===== src/rtl/nes_bus_pkg.sv =====
// Shared NES bus definitions.
//   dma_state_e        - OAM DMA state encoding (StAlign only with OAM_DMA_ALIGN_EN)
//   DmaRegAddrDefault  - default CPU address whose write starts an OAM DMA
//   OamDataAddrDefault - default PPU OAM data port address
//   DmaByteCount       - bytes copied per OAM DMA transfer
// Optional feature macro: OAM_DMA_ALIGN_EN (adds the ALIGN state).
package nes_bus_pkg;

  localparam logic [15:0] DmaRegAddrDefault  = 16'h4014;
  localparam logic [15:0] OamDataAddrDefault = 16'h2004;
  localparam int unsigned DmaByteCount       = 256;

  typedef enum logic [2:0] {
    StIdle,
    StHalt,
`ifdef OAM_DMA_ALIGN_EN
    StAlign,
`endif
    StRead,
    StWrite
  } dma_state_e;

endpackage


===== src/rtl/oam_dma.sv =====
// OAM DMA engine with CPU/DMA bus arbitration.
// A CPU write of a page number to DMA_REG_ADDR halts the CPU and copies the 256 bytes
// {page,8'h00}..{page,8'hFF} to OAM_DATA_ADDR, one read cycle plus one write cycle per byte.
// Optional feature macro: OAM_DMA_ALIGN_EN - when defined, a start on an odd cycle inserts one
// idle ALIGN cycle (514 halted cycles instead of 513).
// Ports:
//   clk, b_rst           - clock, asynchronous active-low reset
//   cpu_addr_out/_data_out, ren, wen - CPU bus request
//   bus_rdata            - memory read data (combinational with bus_ren)
//   bus_addr/wdata/ren/wen - arbitrated memory bus
//   rdy                  - CPU ready (0 halts the CPU)
//   busy                 - DMA in progress
module oam_dma
  import nes_bus_pkg::*;
#(
  parameter logic [15:0] DMA_REG_ADDR  = DmaRegAddrDefault,
  parameter logic [15:0] OAM_DATA_ADDR = OamDataAddrDefault
) (
  input  logic        clk,
  input  logic        b_rst,
  input  logic [15:0] cpu_addr_out,
  input  logic [7:0]  cpu_data_out,
  input  logic        ren,
  input  logic        wen,
  input  logic [7:0]  bus_rdata,
  output logic [15:0] bus_addr,
  output logic [7:0]  bus_wdata,
  output logic        bus_ren,
  output logic        bus_wen,
  output logic        rdy,
  output logic        busy
);

  localparam logic [7:0] LastIdx = 8'(DmaByteCount - 1);

  dma_state_e state_q, state_d;
  logic [7:0] page_q, page_d;
  logic [7:0] cnt_q, cnt_d;
  logic [7:0] data_q, data_d;

`ifdef OAM_DMA_ALIGN_EN
  // Free-running cycle parity; decides whether the first read needs an extra idle cycle.
  logic parity_q;

  always_ff @(posedge clk or negedge b_rst) begin
    if (!b_rst) begin
      parity_q <= 1'b0;
    end else begin
      parity_q <= ~parity_q;
    end
  end
`endif

  always_ff @(posedge clk or negedge b_rst) begin
    if (!b_rst) begin
      state_q <= StIdle;
      page_q  <= 8'h00;
      cnt_q   <= 8'h00;
      data_q  <= 8'h00;
    end else begin
      state_q <= state_d;
      page_q  <= page_d;
      cnt_q   <= cnt_d;
      data_q  <= data_d;
    end
  end

  always_comb begin
    state_d   = state_q;
    page_d    = page_q;
    cnt_d     = cnt_q;
    data_d    = data_q;
    // CPU owns the bus unless a transfer is in flight.
    bus_addr  = cpu_addr_out;
    bus_wdata = cpu_data_out;
    bus_ren   = ren;
    bus_wen   = wen;
    rdy       = 1'b1;
    busy      = 1'b0;

    if (state_q != StIdle) begin
      bus_addr  = 16'h0000;
      bus_wdata = 8'h00;
      bus_ren   = 1'b0;
      bus_wen   = 1'b0;
      rdy       = 1'b0;
      busy      = 1'b1;
    end

    unique case (state_q)
      StIdle: begin
        if (wen && (cpu_addr_out == DMA_REG_ADDR)) begin
          state_d = StHalt;
          page_d  = cpu_data_out;
          cnt_d   = 8'h00;
        end
      end
      StHalt: begin
`ifdef OAM_DMA_ALIGN_EN
        state_d = parity_q ? StAlign : StRead;
`else
        state_d = StRead;
`endif
      end
`ifdef OAM_DMA_ALIGN_EN
      StAlign: begin
        state_d = StRead;
      end
`endif
      StRead: begin
        bus_addr = {page_q, cnt_q};
        bus_ren  = 1'b1;
        data_d   = bus_rdata;
        state_d  = StWrite;
      end
      StWrite: begin
        bus_addr  = OAM_DATA_ADDR;
        bus_wen   = 1'b1;
        bus_wdata = data_q;
        // cnt wraps within the page; the page never carries.
        cnt_d     = cnt_q + 8'd1;
        state_d   = (cnt_q == LastIdx) ? StIdle : StRead;
      end
      default: begin
        state_d = StIdle;
      end
    endcase
  end

endmodule


===== config.mk =====
export PLATFORM = sky130hd
export DESIGN_NAME = oam_dma
export DESIGN_NICKNAME = d
export VERILOG_FILES = /design/src/rtl/nes_bus_pkg.sv /design/src/rtl/oam_dma.sv
export SDC_FILE = /design/constraint.sdc
export NUM_CORES = 1
export LEC_CHECK = 0
export CAP_MARGIN = 10
export CELL_PAD_IN_SITES_DETAIL_PLACEMENT = 1
export CELL_PAD_IN_SITES_GLOBAL_PLACEMENT = 1
export CORE_UTILIZATION = 31
export DETAILED_ROUTE_END_ITERATION = 10
export PLACE_DENSITY_LB_ADDON = 0.1
export SETUP_SLACK_MARGIN = 0.3
export SYNTH_ARGS = -nofsm -noshare
export SYNTH_HDL_FRONTEND = slang
export SYNTH_SLANG_ARGS = --single-unit

===== constraint.sdc =====
create_clock -name clk -period 2 [get_ports clk]
set_clock_uncertainty 0.1 [all_clocks]
set_input_delay 0.4 -clock clk [delete_from_list [all_inputs] [get_ports clk]]
set_output_delay 0.4 -clock clk [all_outputs]
set_load 0.02 [all_outputs]

==> summary by stage, run 1 <==
Global routing
Global routing finished with a remaining overflow of 0. The number of global-route vias before repair is 1787. Entering global routing, the biggest net connects 27 pins.

The wire length of the first global-routing pass is 9.28 mm. The all-layer global routing usage is 24.2%. The number of antenna violations at the first check in global routing is 0.

Timing
The final critical path takes up about 97% of the cycle. The transition at the pin with the smallest max-transition slack is 354 ps. The final number of setup-violating endpoints is 0. The achievable clock frequency is 517 MHz.

The worst pin sits at a relative slew slack of 76.4%. Setup slack on the critical path of the routed design comes to 64.8 ps. Setup repair after global routing could not meet its margin everywhere. The shortest clock period the worst path allows after layout is ~1900 ps.

The final number of hold-violating endpoints is 0. The post-route worst hold slack is 395 ps. The count of final max-slew check failures is 0.

Routing
The detailed router finished its first iteration with 60 violations. Using the TritonRoute via totals, the vias-per-cell ratio works out to ~5.4. For this run, the detailed router's first-pass iteration total came to 4.

The count of nets left with antenna violations after detail routing is 0. The wire length per cell after detailed routing is 20.2 um. The routed wire length is a little under 6 mm. Detailed routing inserted a total of 1589 vias.

The count of unresolved DRC violations after routing is 0.

Synth
The post-synthesis average cell area is 9.89 sq um. After technology mapping, the gate count stands at 151. Synthesis produced a netlist with a net count of between 150 and 200.

Sorting the synthesized cells by area gives the leading types as dfrtp_1, mux2_2, mux2i_1. The mapped netlist covers around 1500 sq um. For this run, the number of Yosys warnings is 0. Counting distinct cell types in the post-synthesis netlist gives 28. The sequential-to-total area share from yosys stat is 43.6%.

The cell type with the highest aggregate area in the netlist is dfrtp_1. The register bit count reported by yosys is 26. The area share of the largest cell type after synthesis is a little over two fifths.

Setup path
The startpoint identified for the worst register-to-register timing path is state_q[0]$_DFFE_PN0P_. Along the worst path, the maximum fanout reaches 5. The family of cells with the greatest summed delay on the critical path is flip-flops. Data on the critical path arrives at its endpoint at between 1000 and 1500 ps. The type of the setup path with the least slack is reg -> out. The worst reg2reg path depth is 7. The endpoint identified for the worst register-to-register timing path is page_q[7]$_DFFE_PN0P_.

The buffers plus inverters on the worst setup path is 3. STA classifies the critical path startpoint as a flop. Traced cell by cell, the critical path runs through buf_6 > buf_6 > mux2i_1 > nor2_1 > buf_4.

The capturing element type of the critical path is a primary output. The cell with the largest stage delay on the worst path is dfrtp_2. The critical path's most frequent cell is buf_6. At the worst endpoint, the required time is 1500 ps.

The largest single stage delay on the critical path is 470 ps. The worst setup slack for register-to-register paths is 230 ps.

Power and ir drop
Power comes to 3020 uW. For this design the static power due to leakage is about 0.0013 uW. VDD sags by at most 0.532 mV.

The power density over the cells is 1110 nW/um^2.

Finish
Leaving out fill and tap cells, the most frequent cell in the layout is buf_6. The library cells used most frequently in the layout, excluding fill and tap cells, are buf_6, buf_4, dfrtp_1, clkdlybuf4s50_1. Once layout is done, the placed cells without fillers occupy ~2700 sq um. The proportion of layout cells with a drive suffix above 1 is 50.8%. The area added between synthesis and finish is 81.2%. The number of antenna diodes in the final layout is 0.

The final-stage net count is around 280.

Placement
The worst slack at placement is -296 ps. After detailed placement, the total cell area comes to 2380 sq um. The detailed placer's ending HPWL is a little under 4 mm. The count of buffers inserted at the top-level ports is 63. The congestion estimate from routability-driven global placement came to 0.737.

Floorplan
Row generation in the floorplan step produced 24 rows. The width of the die is 71.4 um. The core region area is about 4500 sq um. The die covers 5100 sq um. For this design the top-level I/O count stands at 64.

The height of the chip is 71.4 um. The initial cell density of the core is about a third.

Clock network
In this run the number of H-tree levels came out at 1. At the later pin of the worst-skew pair, clock insertion delay measures around 280 ps. Clock tree synthesis found a total of 26 sinks. The clock-pin slew of the registers on the worst-case setup and hold paths is roughly 110 ps. The number of buffers added by the clock tree synthesis step is 3.

The master cell of the clock root buffer is clkbuf_8. The maximum clock insertion buffer count is 2. The TritonCTS clock tree is built.

Worst hold path
The worst hold path class is in -> async.

Run status
The flow ran to the end, and the final reports show no timing, DRC or antenna violations.

Job
The tool flagged a number of max-cap violations equal to 0.
==> cells by family after synthesis <==
kind of cell	after synthesis	synth area share [%]
xor gates and xnor gates	1	0.586
AOI/OAI and AO/OA	21	10.8
buffers and inverters	11	3.10
muxes	30	21.4
adders and majority gates	1	0.837
and+or+nand+nor	61	19.7
DFF	26	43.6
==> through the flow <==
step / utilization [%] / TNS [ps] / std cells
6_report: 60.1 / 0 / 296
5_1_grt: 60.1 / -33.0 / 296
3_3_place_gp: 52.8 / -8080 / 281
3_5_place_dp: 52.8 / -8160 / 281
4_1_cts: 57.9 / 0 / 294
2_1_floorplan: - / 0 / 151
==> power by group <==
part | internal, uW | switching (uW)
combinational | 862 | 837
clock | 268 | 187
sequential | 689 | 172
total | 1820 | 1200
==> worst reg2reg max path, delay by kind of cell (launching register included) <==
family	cells	cell delay (ps)
flops	1	470
buf+inv	4	480
mux	1	300
simple gates	2	310
==> sequential cells by signal (all words and copies together), names as in the netlist <==
name and flops:
cnt_q 8, data_q 8, page_q 8, state_q 2
==> layout make-up <==
class,instances,area [sq um]
Fill cell,468,1800
Multi-Input combinational cell,114,966
Timing Repair Buffer,98,933
Sequential cell,26,656
Tap cell,52,65.1
Clock buffer,3,41.3
Clock inverter,1,30.0
Inverter,2,15.0
==> routing by layer <==
| metal | GRT usage (%) | vias up | part of all wire [%] |
|---|---|---|---|
| met5 | 0 | - | 0 |
| met4 | 8.67 | 0 | 2.7 |
| met3 | 2.67 | 16 | 4.7 |
| met2 | 45.6 | 62 | 53 |
| met1 | 28.1 | 782 | 40 |
| li1 | - | 729 | - |
==> repair_timing <==
action,in CTS,in global routing
hold buffers,0,0
gates resized for setup,234,21
setup buffers,8,2
gates cloned,1,0
pin swaps,12,10
setup endpoints to repair,44,44
==> cells in the mapped netlist <==
| library cell | instances |
|---|---|
| a22o_1 | 8 |
| a41oi_1 | 1 |
| and2_1 | 1 |
| and3_1 | 1 |
| buf_2 | 4 |
| clkbuf_1 | 5 |
| dfrtp_1 | 26 |
| ha_1 | 1 |
| inv_1 | 2 |
| mux2_2 | 16 |
| mux2i_1 | 14 |
| nand2_1 | 17 |
| nand3_1 | 6 |
| nand4b_1 | 1 |
| nor2_1 | 22 |
| nor2b_1 | 2 |
| nor3_1 | 3 |
| nor3_4 | 1 |
| nor4b_1 | 3 |
| o211ai_1 | 5 |
| o21ai_0 | 3 |
| o21ai_1 | 1 |
| o21ba_2 | 1 |
| o21bai_1 | 1 |
| o31ai_1 | 1 |
| or3_1 | 3 |
| or4_1 | 1 |
| xnor2_1 | 1 |
==> worst max-delay path by stage <==
stage / start / end / slack (ps) / cells past startpoint
2_1_floorplan: cpu_addr_out[15] / page_q[1]$_DFFE_PN0P_ / 230 / 4
3_3_place_gp: cpu_addr_out[0] / bus_addr[0] / -300 / 4
3_5_place_dp: cpu_addr_out[0] / bus_addr[0] / -300 / 4
4_1_cts: state_q[1]$_DFFE_PN0P_ / bus_addr[8] / 80 / 5
5_1_grt: state_q[1]$_DFFE_PN0P_ / bus_addr[9] / -30 / 5
6_report: state_q[1]$_DFFE_PN0P_ / bus_addr[8] / 60 / 5
(Power assumes the default switching activity.)
==> run 2: changes to the inputs <==
Settings changed: ABC_CLOCK_PERIOD_IN_PS set to 2000, CAP_MARGIN 10 to unset.
==> results of run 2 <==
The final DEF is identical to that of run 1; final timing and power are the same.
